[src/rtl/tp_div_pkg.sv]
// -----------------------------------------------------------------------------
// tp_div_pkg
// Shared constants for the sequential signed divider tp_div_33s_17s_18s_seq:
// default operand widths, quotient saturation limits, the number of
// restoring-division iterations and the controller state encoding.
// -----------------------------------------------------------------------------
package tp_div_pkg;

   localparam int TP_DIV_DIVIDEND_W = 33;
   localparam int TP_DIV_DIVISOR_W  = 17;
   localparam int TP_DIV_QUOTIENT_W = 18;

   // Signed 18-bit quotient range.
   localparam int TP_DIV_SAT_POS = 131071;
   localparam int TP_DIV_SAT_NEG = -131072;

   // One quotient bit per dividend bit.
   localparam int TP_DIV_NUM_ITER = 33;

   typedef enum logic [1:0] {
      IDLE = 2'd0,
      CALC = 2'd1,
      FIX  = 2'd2,
      DONE = 2'd3
   } tp_div_state_e;

endpackage

[src/rtl/tp_div_udiv_step.sv]
// -----------------------------------------------------------------------------
// tp_div_udiv_step
// One unsigned restoring-division iteration (purely combinational).
// The partial remainder is shifted left by one, the next dividend bit enters
// at the LSB, and the divisor is trial-subtracted. If the trial does not go
// negative the difference is kept and the quotient bit is 1, otherwise the
// shifted value is restored and the quotient bit is 0.
//
// Ports:
//   rem_i  partial remainder in   (always < div_i when div_i != 0)
//   bit_i  next dividend bit, MSB first
//   div_i  divisor magnitude
//   rem_o  partial remainder out
//   q_o    quotient bit produced by this iteration
// -----------------------------------------------------------------------------
module tp_div_udiv_step #(
   parameter int DVW = 17
) (
   input  logic [DVW-1:0] rem_i,
   input  logic           bit_i,
   input  logic [DVW-1:0] div_i,
   output logic [DVW-1:0] rem_o,
   output logic           q_o
);

   logic [DVW:0] part;

   assign part  = {rem_i, bit_i};
   assign q_o   = (part >= {1'b0, div_i});
   // The kept result is always below the divisor, so it fits in DVW bits.
   assign rem_o = DVW'(part - (q_o ? {1'b0, div_i} : '0));

endmodule

[src/rtl/tp_div_33s_17s_18s_seq.sv]
// -----------------------------------------------------------------------------
// tp_div_33s_17s_18s_seq
// Sequential signed divider: 33-bit signed dividend / 17-bit signed divisor,
// saturated 18-bit signed quotient truncated toward zero. Operand magnitudes
// are divided by an unsigned restoring divider, one quotient bit per cycle,
// then the sign is applied and the result saturated in a final FIX cycle.
// Fixed latency 35 cycles from accept to ap_done, initiation interval 36.
//
// Ports:
//   ap_clk    clock, rising edge
//   ap_rst    synchronous active-high reset (wins over ap_start)
//   ap_start  start request, honoured only while idle
//   ap_idle   high in IDLE
//   ap_ready  high in the cycle a start is accepted
//   ap_done   one-cycle pulse when dout/ovf (and rem) are valid
//   din0      signed dividend, sampled on accept
//   din1      signed divisor, sampled on accept
//   dout      signed quotient, held until the next operation's FIX cycle
//   ovf       set on saturation or divide-by-zero
//   rem       (TP_DIV_REMAINDER_EN only) signed remainder, dividend's sign
//
// Build option: define TP_DIV_REMAINDER_EN to add the rem output.
// -----------------------------------------------------------------------------
module tp_div_33s_17s_18s_seq
   import tp_div_pkg::*;
#(
   parameter int DIVIDEND_WIDTH = TP_DIV_DIVIDEND_W,
   parameter int DIVISOR_WIDTH  = TP_DIV_DIVISOR_W,
   parameter int QUOTIENT_WIDTH = TP_DIV_QUOTIENT_W
) (
   input  logic                             ap_clk,
   input  logic                             ap_rst,
   input  logic                             ap_start,
   output logic                             ap_idle,
   output logic                             ap_ready,
   output logic                             ap_done,
   input  logic signed [DIVIDEND_WIDTH-1:0] din0,
   input  logic signed [DIVISOR_WIDTH-1:0]  din1,
   output logic signed [QUOTIENT_WIDTH-1:0] dout,
   output logic                             ovf
`ifdef TP_DIV_REMAINDER_EN
   ,
   output logic signed [DIVISOR_WIDTH-1:0]  rem
`endif
);

   localparam int CNT_W = $clog2(TP_DIV_NUM_ITER);
   localparam logic [CNT_W-1:0] CNT_LAST = CNT_W'(TP_DIV_NUM_ITER - 1);

   // Largest quotient magnitudes representable for each sign.
   localparam logic [DIVIDEND_WIDTH-1:0] MAG_POS = DIVIDEND_WIDTH'(TP_DIV_SAT_POS);
   localparam logic [DIVIDEND_WIDTH-1:0] MAG_NEG = DIVIDEND_WIDTH'(-TP_DIV_SAT_NEG);
   localparam logic [QUOTIENT_WIDTH-1:0] Q_POS   = QUOTIENT_WIDTH'(TP_DIV_SAT_POS);
   localparam logic [QUOTIENT_WIDTH-1:0] Q_NEG   = QUOTIENT_WIDTH'(TP_DIV_SAT_NEG);

   tp_div_state_e state_q, state_d;
   logic [CNT_W-1:0]          cnt_q, cnt_d;
   // a_q starts as |dividend| and shifts left each CALC cycle; quotient bits
   // enter at the LSB, so after the last iteration it holds the quotient.
   logic [DIVIDEND_WIDTH-1:0] a_q, a_d;
   logic [DIVISOR_WIDTH-1:0]  r_q, r_d;
   logic [DIVISOR_WIDTH-1:0]  b_q, b_d;
   logic                      sa_q, sa_d;
   logic                      sb_q, sb_d;
   logic [QUOTIENT_WIDTH-1:0] dout_q, dout_d;
   logic                      ovf_q, ovf_d;
`ifdef TP_DIV_REMAINDER_EN
   logic [DIVISOR_WIDTH-1:0]  rem_q, rem_d;
`endif

   logic [DIVISOR_WIDTH-1:0]  step_rem;
   logic                      step_q;
   logic                      neg;
   logic [QUOTIENT_WIDTH-1:0] q_lo;

   tp_div_udiv_step #(
      .DVW (DIVISOR_WIDTH)
   ) u_step (
      .rem_i (r_q),
      .bit_i (a_q[DIVIDEND_WIDTH-1]),
      .div_i (b_q),
      .rem_o (step_rem),
      .q_o   (step_q)
   );

   assign neg  = sa_q ^ sb_q;
   assign q_lo = a_q[QUOTIENT_WIDTH-1:0];

   always_comb begin
      state_d = state_q;
      cnt_d   = cnt_q;
      a_d     = a_q;
      r_d     = r_q;
      b_d     = b_q;
      sa_d    = sa_q;
      sb_d    = sb_q;
      dout_d  = dout_q;
      ovf_d   = ovf_q;
`ifdef TP_DIV_REMAINDER_EN
      rem_d   = rem_q;
`endif
      case (state_q)
         IDLE: begin
            if (ap_start) begin
               state_d = CALC;
               cnt_d   = '0;
               sa_d    = din0[DIVIDEND_WIDTH-1];
               sb_d    = din1[DIVISOR_WIDTH-1];
               // Magnitudes are unsigned, so -2^32 and -65536 are exact.
               a_d     = din0[DIVIDEND_WIDTH-1] ? unsigned'(-din0) : unsigned'(din0);
               b_d     = din1[DIVISOR_WIDTH-1]  ? unsigned'(-din1) : unsigned'(din1);
               r_d     = '0;
            end
         end
         CALC: begin
            a_d   = {a_q[DIVIDEND_WIDTH-2:0], step_q};
            r_d   = step_rem;
            cnt_d = cnt_q + 1'b1;
            if (cnt_q == CNT_LAST) state_d = FIX;
         end
         FIX: begin
            state_d = DONE;
            if (b_q == '0) begin
               ovf_d  = 1'b1;
               dout_d = sa_q ? Q_NEG : Q_POS;
            end else if (!neg && (a_q > MAG_POS)) begin
               ovf_d  = 1'b1;
               dout_d = Q_POS;
            end else if (neg && (a_q > MAG_NEG)) begin
               ovf_d  = 1'b1;
               dout_d = Q_NEG;
            end else begin
               ovf_d  = 1'b0;
               dout_d = neg ? (~q_lo + 1'b1) : q_lo;
            end
`ifdef TP_DIV_REMAINDER_EN
            // Remainder follows the dividend's sign; unaffected by saturation.
            if (b_q == '0) rem_d = '0;
            else           rem_d = sa_q ? (~r_q + 1'b1) : r_q;
`endif
         end
         DONE: state_d = IDLE;
         default: state_d = IDLE;
      endcase
   end

   always_ff @(posedge ap_clk) begin
      if (ap_rst) begin
         state_q <= IDLE;
         cnt_q   <= '0;
         a_q     <= '0;
         r_q     <= '0;
         b_q     <= '0;
         sa_q    <= 1'b0;
         sb_q    <= 1'b0;
         dout_q  <= '0;
         ovf_q   <= 1'b0;
`ifdef TP_DIV_REMAINDER_EN
         rem_q   <= '0;
`endif
      end else begin
         state_q <= state_d;
         cnt_q   <= cnt_d;
         a_q     <= a_d;
         r_q     <= r_d;
         b_q     <= b_d;
         sa_q    <= sa_d;
         sb_q    <= sb_d;
         dout_q  <= dout_d;
         ovf_q   <= ovf_d;
`ifdef TP_DIV_REMAINDER_EN
         rem_q   <= rem_d;
`endif
      end
   end

   assign ap_idle  = (state_q == IDLE);
   assign ap_done  = (state_q == DONE);
   // Accept is decided in the same cycle start is seen; reset blocks it.
   assign ap_ready = (state_q == IDLE) && ap_start && !ap_rst;
   assign dout     = dout_q;
   assign ovf      = ovf_q;
`ifdef TP_DIV_REMAINDER_EN
   assign rem      = rem_q;
`endif

endmodule

[config.mk]
export PLATFORM = sky130hd
export DESIGN_NAME = tp_div_33s_17s_18s_seq
export DESIGN_NICKNAME = d
export VERILOG_FILES = /design/src/rtl/tp_div_pkg.sv /design/src/rtl/tp_div_udiv_step.sv /design/src/rtl/tp_div_33s_17s_18s_seq.sv
export SDC_FILE = /design/constraint.sdc
export NUM_CORES = 1
export LEC_CHECK = 0
export BUFFER_PORTS_ARGS = -buffer_cell sky130_fd_sc_hd__buf_2
export CAP_MARGIN = 5
export CORE_ASPECT_RATIO = 0.8
export CORE_MARGIN = 2
export CORE_UTILIZATION = 37
export CTS_CLUSTER_DIAMETER = 80
export DETAILED_ROUTE_END_ITERATION = 10
export PLACE_DENSITY = 0.58
export SKIP_LAST_GASP = 1
export SYNTH_ARGS = -nofsm -noshare
export SYNTH_HDL_FRONTEND = slang
export SYNTH_HIERARCHICAL = 1
export SYNTH_SLANG_ARGS = --single-unit
[constraint.sdc]
create_clock -name ap_clk -period 5.48 [get_ports ap_clk]
set_input_delay 0 -clock ap_clk [delete_from_list [all_inputs] [get_ports ap_clk]]
set_output_delay 0 -clock ap_clk [all_outputs]
set_load 0.01 [all_outputs]
==> run_results.csv, run 1 <==
group,metric,value,unit
power,leakage,0.00303,uW
timing,post-route-min-period,3.93,ns
routing,routedWlPerCell,15.5,um
timing,finalHoldViolCount,1,
timing,fin_ws,1.55,ns
timing,rsz0062_at_grt,"no",
placed_design,pre_cts_ws,1.58,ns
clock_tree,clk_path_buf_depth,2,
timing,finClkSkew,0.00664,ns
floorplanning,io_pins,75,
synth,synth_top_family_by_area,"compound AO/OA/AOI/OAI gates",
timing,report.final.slew_viol_count,0,
global_routing,grt_use_met1,0.295,
synth,synthSimpleGateAreaFrac,0.237,
global_routing,antenna_found_initial,0,
setup_path,cp_cell_sequence,"inv_1, ha_1, a2111oi_0, o21ai_0, nand3_1, nand4_1, and2_1, ha_1, fa_1, nor2b_4, o31a_1, o21ai_2, a21boi_2, o21ai_0, nor2b_1, xnor2_1, a22oi_1, nor2_1",
setup_path,crit_family,"compound AO/OA/AOI/OAI gates",
timing,fmax,254,MHz
clock_tree,clockRootBuffer,"clkbuf_16",
floorplanning,die_w,155,um
finish,syn_to_final_growth,13.8,%
routing,dr.pass1.iters,5,
routing,totalWireLength,17800,um
synth,synth_ff_type,"dfxtp_1",
synth,syn_nets,961,
clock_tree,clkLatencyLatePin,0.35,ns
placed_design,gp_congestion,0.831,
placed_design,port_buffers,74,
power,power_density,730,mW/mm^2
timing,finalSetupTns,0,ns
finish,num_antenna_cells,0,
routing,drt_iter0_drc,458,
finish,mostFrequentLayoutCells,"dfxtp_1, nand2_1, nor2_1",
synth,yosys_register_bits,96,
global_routing,grt_pass1_wl,29800,um
setup_path,crit_slowest_cell,"fa_1",
global_routing,grt_usage,0.187,
setup_path,crit_type,"reg -> reg",
synth,yosys.area_share.xor_xnor,0.0956,
setup_path,worstPathArrival,4.13,ns
global_routing,grt_util_met3,0.0371,
floorplanning,die_area,0.0194,sq mm
global_routing,grt_pass1_vias,5759,
clock_tree,cts_setup_buffers,0,
floorplanning,core_area,0.0181,sq mm
synth,syn_inst,864,
clock_tree,cts_max_level,3,
clock_tree,cts.sinks,96,
global_routing,gr-total-overflow,0,
clock_tree,path_clk_slew,0.07,ns
floorplanning,start_util,0.375,
routing,drc_errors,0,
setup_path,cp-start-kind,"flop",
global_routing,grt.busiest_layer,"met1",
synth,synthMuxAreaShare,0.00738,
clock_tree,cts_hold_buf,6,
setup_path,critPathMaxStageDelay,0.44,ns
clock_tree,cts_tree,"done",
clock_tree,ctsResizeCount,0,
routing,dr_total_vias,6250,
timing,relSlewSlack,0.175,
routing,avgViaCountPerCell,5.44,
clock_tree,cts-buffers-inserted,9,
synth,synth-seq-area-share,0.284,
synth,syn_area_per_cell,7.84,sq um
global_routing,use_met2,0.264,
finish,layout_commonest_cell,"dfxtp_1",
synth,synth_area,0.00678,sq mm
timing,fin_hold_ws,-0.000292,ns
floorplanning,die_h,125,um
power,ir_drop,0.000549,V
synth,synth_compound_area_frac,0.238,
synth,synth_fa_ha_area_frac,0.0823,
setup_path,worstPathRequired,5.68,ns
global_routing,grt_max_degree,98,
placed_design,dp_hpwl,12900,um
timing,worst_slew_pin_slew,1.23,ns
setup_path,critPathBufInv,1,
synth,synth-edff-count,0,
finish,fin_nets,1011,
finish,drive_gt1_frac,0.162,
floorplanning,rows,44,
timing,finalSetupViolCount,0,
synth,synthArstFlopShare,0,
worst_hold_path,hold_path_class,"in -> reg",
run_status,violations,"negative hold slack",
setup_path,critPathCaptureType,"flop",
synth,synth.distinct_cells,72,
synth,yosysWarnings,6,
timing,fin_crit_sh,0.717,
routing,ant_nets,0,
setup_path,path_max_fanout,5,
flow_run,cap_violations,0,
run_status,status,"complete, but fails checks",
finish,final_util,0.427,
synthesized netlist by cell type, drive strengths merged (3+ instances only):
cell type	number	area (sq um)
nand2	95	359
o211ai	8	65.1
o21a	6	45.0
nor2b	6	45.0
nand3	15	75.1
and2	3	18.8
ha	43	538
clkbuf	41	154
o31ai	13	97.6
o41ai	9	93.8
xor2	33	289
inv	44	165
nor4	17	155
or2	7	43.8
or4	3	26.3
or3	8	50.1
nor4b	3	32.5
dfxtp	96	1920
nor3	42	270
o21ai	45	233
buf	9	61.3
nand4	16	106
nand2b	5	31.3
xnor2	41	359
a211oi	19	143
nor2	91	342
a22oi	18	135
a31oi	13	81.3
a21o	5	37.5
a221oi	9	85.1
a21boi	4	37.5
a21oi	68	382
a2111oi	3	26.3
mux2i	5	50.1
per-stage QoR:
stage               hold slack, ns  cell area, sq um  total power [uW]  cells
finish                   -0.000292              7710              5630   1149
floorplan                    0.136              6780              4040    864
CTS                       0.000513              7710              5610   1149
global route                0.0243              7710              6150   1149
detailed placement           0.296              7290              4830   1127
global placement             0.291              7290              4830   1127
worst min-delay path, cell delays in order:
cell and delay (ns):
buf_2 0.10, xnor2_1 0.12, a2111oi_0 0.08
where the power goes:
part           switching, uW  internal [uW]  leakage [uW]  total (uW)
registers                277            943      0.000785        1220
logic                   2130           1520       0.00208        3650
clock network            284            471      0.000172         754
metal layers:
metal	up-vias	routed length, um
met4	0	114
met3	8	756
met2	139	7090
met1	2912	9820
li1	3191	-
met5	-	0
logic make-up after synthesis:
logic type	Yosys count
DFF	96
adders and majority gates	44
buffers and inverters	94
and+or+nand+nor	317
AOI/OAI and AO/OA	234
muxes	5
xor gates and xnor gates	74
flip-flops by register name, indices dropped and copies added, names as in the netlist:
register and flops:
sb_q 1, a_q 33, cnt_q 6, dout 18, sa_q 1, state_q 2, b_q 17, r_q 17
ovf 1
final cells by class:
cell class	instances	area (sq um)
tap	230	288
inverter	44	165
multi-input combinational	674	4480
sequential	96	1920
fill	1870	10300
clock buffer	11	253
timing repair buffer	89	500
clock inverter	5	103
worst paths after layout:
check             slack [ns]                   from  cells past startpoint               endpoint
setup / recovery        1.55    b_q[3]$_SDFFE_PP0P_                     18   r_q[12]$_SDFFE_PP0P_
hold reg to reg         0.47  dout[17]$_SDFFE_PP0P_                      2  dout[17]$_SDFFE_PP0P_
hold / removal       -0.0003               din0[11]                      3   a_q[11]$_SDFFE_PP0P_
setup reg to reg        1.55    b_q[3]$_SDFFE_PP0P_                     18   r_q[12]$_SDFFE_PP0P_
Note: power is estimated with default switching activity, not from simulation.
==> run 2, diff against run 1 <==
PLACE_DENSITY = 0.6   (was 0.58)
clock period = 3.3 ns   (was 5.48 ns; I/O delays follow)
==> run_results.csv, run 2 (synthesized netlist as in run 1, its figures left out) <==
group,metric,value,unit
floorplanning,die_area,0.0194,sq mm
routing,dr_total_vias,6557,
power,combPwrFrac,0.707,
routing,ant_nets,0,
finish,post_layout_nonfiller_instances,1221,
finish,fillers,1808,
timing,relSlewSlack,0.411,
finish,fin_nets,1084,
routing,drt_iter0_drc,383,
timing,rsz0062_at_grt,"yes",
run_status,violations,"negative setup slack",
routing,dr.pass1.iters,5,
finish,largest_register_ffs,33,
timing,finalHoldViolCount,0,
clock_tree,clk_path_buf_depth,2,
power,switching_power,4850,uW
setup_path,worstPathRequired,3.51,ns
placed_design,port_buffers,74,
power,leakage,0.00342,uW
clock_tree,cts_max_level,3,
timing,fmax,291,MHz
global_routing,grt_usage,0.200,
finish,mostFrequentLayoutCells,"nand2_1, nor2_1, dfxtp_1",
routing,drc_errors,0,
setup_path,critPathCaptureType,"flop",
global_routing,grt_max_degree,75,
timing,finalSetupTns,-0.582,ns
power,p_seq_frac,0.187,
power,total_power,10600,uW
timing,fin_crit_sh,1.04,
timing,post-route-min-period,3.44,ns
clock_tree,cts.sinks,96,
floorplanning,io_pins,75,
clock_tree,clockRootBuffer,"clkbuf_16",
global_routing,grt_pass1_vias,6354,
setup_path,cp-start-kind,"flop",
power,p_sw_frac,0.457,
global_routing,gr-total-overflow,0,
floorplanning,die_w,155,um
global_routing,antenna_found_initial,0,
floorplanning,rows,44,
timing,fin_ws,-0.142,ns
floorplanning,start_util,0.375,
clock_tree,cts-buffers-inserted,9,
routing,routedWlPerCell,15.3,um
setup_path,path_max_fanout,4,
timing,report.final.slew_viol_count,0,
setup_path,worstPathArrival,3.65,ns
clock_tree,clkLatencyLatePin,0.36,ns
placed_design,gp_congestion,0.885,
floorplanning,die_h,125,um
flow_run,cap_violations,0,
timing,finClkSkew,0.00818,ns
timing,finalSetupViolCount,6,
routing,avgViaCountPerCell,5.37,
placed_design,dpl.cell_count,1192,
finish,drive_gt1_frac,0.265,
timing,worst_slew_pin_slew,0.883,ns
floorplanning,core_area,0.0181,sq mm
finish,layout_commonest_cell,"nand2_1",
power,ir_drop,0.000700,V
global_routing,grt_pass1_wl,32000,um
setup_path,crit_type,"reg -> reg",
finish,syn_to_final_growth,25.1,%
finish,largest-register,"a_q",
power,p_clk_frac,0.106,
finish,num_antenna_cells,0,
worst_hold_path,hold_path_class,"in -> reg",
placed_design,dp_hpwl,13500,um
run_status,status,"complete, but fails checks",
clock_tree,path_clk_slew,0.07,ns
power,intPower,5760,uW
clock_tree,cts_tree,"done",
routing,totalWireLength,18700,um
power,power_density,1250,mW/mm^2
-- run 2: worst max-delay path: stages, from the launching register on --
cell,delay [ns]
dfxtp_2,0.33
inv_2,0.05
ha_4,0.21
a21o_1,0.16
a211oi_2,0.20
buf_4,0.15
nand4_1,0.13
buf_4,0.19
and2_4,0.14
ha_4,0.15
fa_2,0.36
nor2b_4,0.12
o31a_1,0.19
o21ai_2,0.08
a21boi_2,0.22
o21ai_1,0.10
a21oi_1,0.18
xnor2_1,0.11
a22oi_1,0.15
nor2_1,0.06
-- run 2: per-stage QoR --
| stage | hold slack (ns) | utilization | setup WS [ns] | area [sq um] |
|---|---|---|---|---|
| floorplan | 0.136 | - | -0.0448 | 6810 |
| global placement | 0.335 | 0.432 | -0.142 | 7800 |
| detailed placement | 0.330 | 0.432 | -0.215 | 7800 |
| CTS | 0.000525 | 0.461 | -0.191 | 8330 |
| global route | 0.0267 | 0.470 | -0.359 | 8480 |
| finish | 0.0123 | 0.470 | -0.142 | 8480 |
-- run 2: path summary, 6_finish.rpt --
kind,start,endpoint,slack (ns),cells after the start
max reg2reg,b_q[15]$_SDFFE_PP0P_,r_q[14]$_SDFFE_PP0P_,-0.14,19
min reg2reg,dout[0]$_SDFFE_PP0P_,dout[0]$_SDFFE_PP0P_,0.48,2
min,din1[12],b_q[16]$_SDFFE_PP0P_,0.01,4
max,b_q[15]$_SDFFE_PP0P_,r_q[14]$_SDFFE_PP0P_,-0.14,19
-- run 2: per-layer routing --
layer / wire [um] / vias up / track usage
li1: - / 3342 / -
met1: 10000 / 3051 / 0.305
met2: 7710 / 151 / 0.290
met3: 805 / 13 / 0.0364
met4: 191 / 0 / 0.0416
met5: 0 / - / 0
-- run 2: what timing repair did --
item	CTS	global route
resized for setup	21	30
buffers inserted	3	2
pin swaps	20	25
setup endpoints to repair	8	10
hold buffers	9	0
endpoints found under the hold margin	8	0
-- run 2: cell type report --
type                    count  area [sq um]  share of cell area
multi-input cells         674          4720               0.557
clock inverters             5          82.6             0.00974
repair buffers            162          1060               0.125
well taps                 230           288              0.0339
clock buffers              10           229              0.0270
flip-flops and latches     96          1930               0.228
inverters                  44           165              0.0195
-- run 2: power by group through the flow --
stage / clock network (uW) / registers, uW / logic [uW]
6_report: 1130 / 1990 / 7500
2_1_floorplan: 0 / 1920 / 4860
5_1_grt: 1200 / 2060 / 8330
3_3_place_gp: 0 / 1970 / 6820
4_1_cts: 1160 / 1970 / 7180
3_5_place_dp: 0 / 1980 / 6890
==> run 3, diff against run 2 <==
CORE_UTILIZATION = 31   (was 37)
PLACE_DENSITY = 0.52   (was 0.6)
==> run_results.csv, run 3 (synthesized netlist as in run 1, its figures left out) <==
group,metric,value,unit
clock_tree,cts-buffers-inserted,9,
global_routing,gr-total-overflow,0,
routing,avgViaCountPerCell,5.18,
timing,finalHoldViolCount,0,
clock_tree,cts.sinks,96,
routing,dr.pass1.iters,5,
setup_path,critPathCaptureType,"flop",
routing,drc_errors,0,
finish,mostFrequentLayoutCells,"nor2_1, nand2_1, dfxtp_1",
finish,num_antenna_cells,0,
power,power_density,1320,mW/mm^2
clock_tree,clk_path_buf_depth,2,
routing,dr_total_vias,6562,
worst_hold_path,min_path_cells,3,
placed_design,port_buffers,74,
global_routing,grt_pass1_wl,31500,um
setup_path,worstPathArrival,3.65,ns
setup_path,cp-start-kind,"flop",
setup_path,worstPathRequired,3.51,ns
timing,finClkSkew,0.00448,ns
floorplanning,start_util,0.315,
setup_path,crit_type,"reg -> reg",
setup_path,cp_cell_sequence,"inv_2, ha_4, a21o_1, a211oi_2, buf_4, nand4_1, buf_6, and2_4, ha_4, fa_2, nor2b_4, o31a_1, o21ai_2, a21boi_2, buf_4, o21ai_2, nor2b_4, xnor2_1, a22oi_1, nor2_1",
routing,totalWireLength,19600,um
power,switching_power,5150,uW
placed_design,dp_hpwl,13900,um
setup_path,critPathMaxStageDelay,0.36,ns
setup_path,reg2reg_depth,20,
timing,relSlewSlack,0.405,
finish,largest-register,"a_q",
finish,layout_commonest_cell,"nor2_1",
finish,final_util,0.402,
flow_run,cap_violations,0,
timing,fmax,291,MHz
clock_tree,path_clk_slew,0.07,ns
finish,drive_gt1_frac,0.278,
floorplanning,die_area,0.0231,sq mm
setup_path,path_max_fanout,5,
clock_tree,cts_max_level,3,
floorplanning,rows,48,
global_routing,antenna_found_initial,0,
finish,seq_area,0.00194,sq mm
routing,routedWlPerCell,15.4,um
timing,finalSetupViolCount,7,
timing,fin_hold_ws,0.00303,ns
timing,fin_crit_sh,1.04,
routing,drt_iter0_drc,372,
finish,fin_nets,1085,
power,p_seq_frac,0.174,
floorplanning,die_h,136,um
floorplanning,io_pins,75,
global_routing,grt_usage,0.170,
power,p_sw_frac,0.451,
power,intPower,6270,uW
timing,post-route-min-period,3.44,ns
clock_tree,clkLatencyLatePin,0.36,ns
power,combPwrFrac,0.725,
power,ir_drop,0.000747,V
power,p_clk_frac,0.101,
finish,syn_to_final_growth,27.4,%
worst_hold_path,hold_path_class,"in -> reg",
finish,multiInputGateArea,0.00480,sq mm
global_routing,grt_pass1_vias,6017,
timing,worst_slew_pin_slew,0.893,ns
placed_design,gp_congestion,0.846,
placed_design,pre_cts_ws,-0.327,ns
timing,report.final.slew_viol_count,0,
routing,ant_nets,0,
timing,finalSetupTns,-0.689,ns
timing,rsz0062_at_grt,"yes",
finish,fillers,2201,
floorplanning,core_area,0.0215,sq mm
finish,largest_register_ffs,33,
run_status,status,"complete, but fails checks",
timing,fin_ws,-0.138,ns
clock_tree,cts_tree,"done",
clock_tree,clockRootBuffer,"clkbuf_16",
run_status,violations,"negative setup slack",
setup_path,crit_slowest_cell,"fa_2",
global_routing,grt_max_degree,76,
floorplanning,die_w,169,um
power,leakage,0.00347,uW
-- run 3: area by class of cell --
class	instances	share of cell area
clock buffer	9	0.0261
inverter	44	0.0191
clock inverter	7	0.0109
tap	275	0.0398
sequential	96	0.224
multi-input combinational	674	0.555
timing repair buffer	163	0.124
-- run 3: worst max-delay path: cells and delay by family (launching register included) --
kind / cells / cell delay, ns
AOI/OAI and AO/OA: 7 / 1.05
adders and majority gates: 3 / 0.73
and+or+nand+nor: 5 / 0.58
buffers and inverters: 4 / 0.48
DFF: 1 / 0.33
xor gates and xnor gates: 1 / 0.11
-- run 3: final timing paths --
check	startpoint	to	slack, ns
worst max-delay path	b_q[15]$_SDFFE_PP0P_	r_q[12]$_SDFFE_PP0P_	-0.14
worst min-delay path	din0[26]	a_q[26]$_SDFFE_PP0P_	0.003
worst max register to register	b_q[15]$_SDFFE_PP0P_	r_q[12]$_SDFFE_PP0P_	-0.14
worst min register to register	dout[0]$_SDFFE_PP0P_	dout[0]$_SDFFE_PP0P_	0.48
-- run 3: metrics by stage --
step	power (uW)	instances	cell area (sq um)
after floorplan	6780	864	6810
after global placement	8840	1232	7820
after detailed placement	8830	1232	7820
after CTS	10500	1262	8380
after global routing	12400	1268	8630
final	11400	1268	8630
-- run 3: power by group through the flow --
stage	logic, uW	clock network, uW	registers, uW
floorplan	4860	0	1920
global placement	6860	0	1980
detailed placement	6850	0	1980
CTS	7300	1190	1970
global route	9110	1230	2050
finish	8290	1150	1980
-- run 3: routing by layer --
metal,up-vias,routed length [um],global-route usage
met4,0,176,0.0418
met5,-,0,0
met3,11,651,0.0253
met2,119,8210,0.246
met1,3089,10500,0.261
li1,3343,-,-
-- run 3: repair_timing --
item,in CTS,in global routing
pin swaps,19,38
buffers inserted,5,6
hold buffers,9,0
resized for setup,22,45
setup endpoints to repair,11,13
hold endpoints to repair,8,0
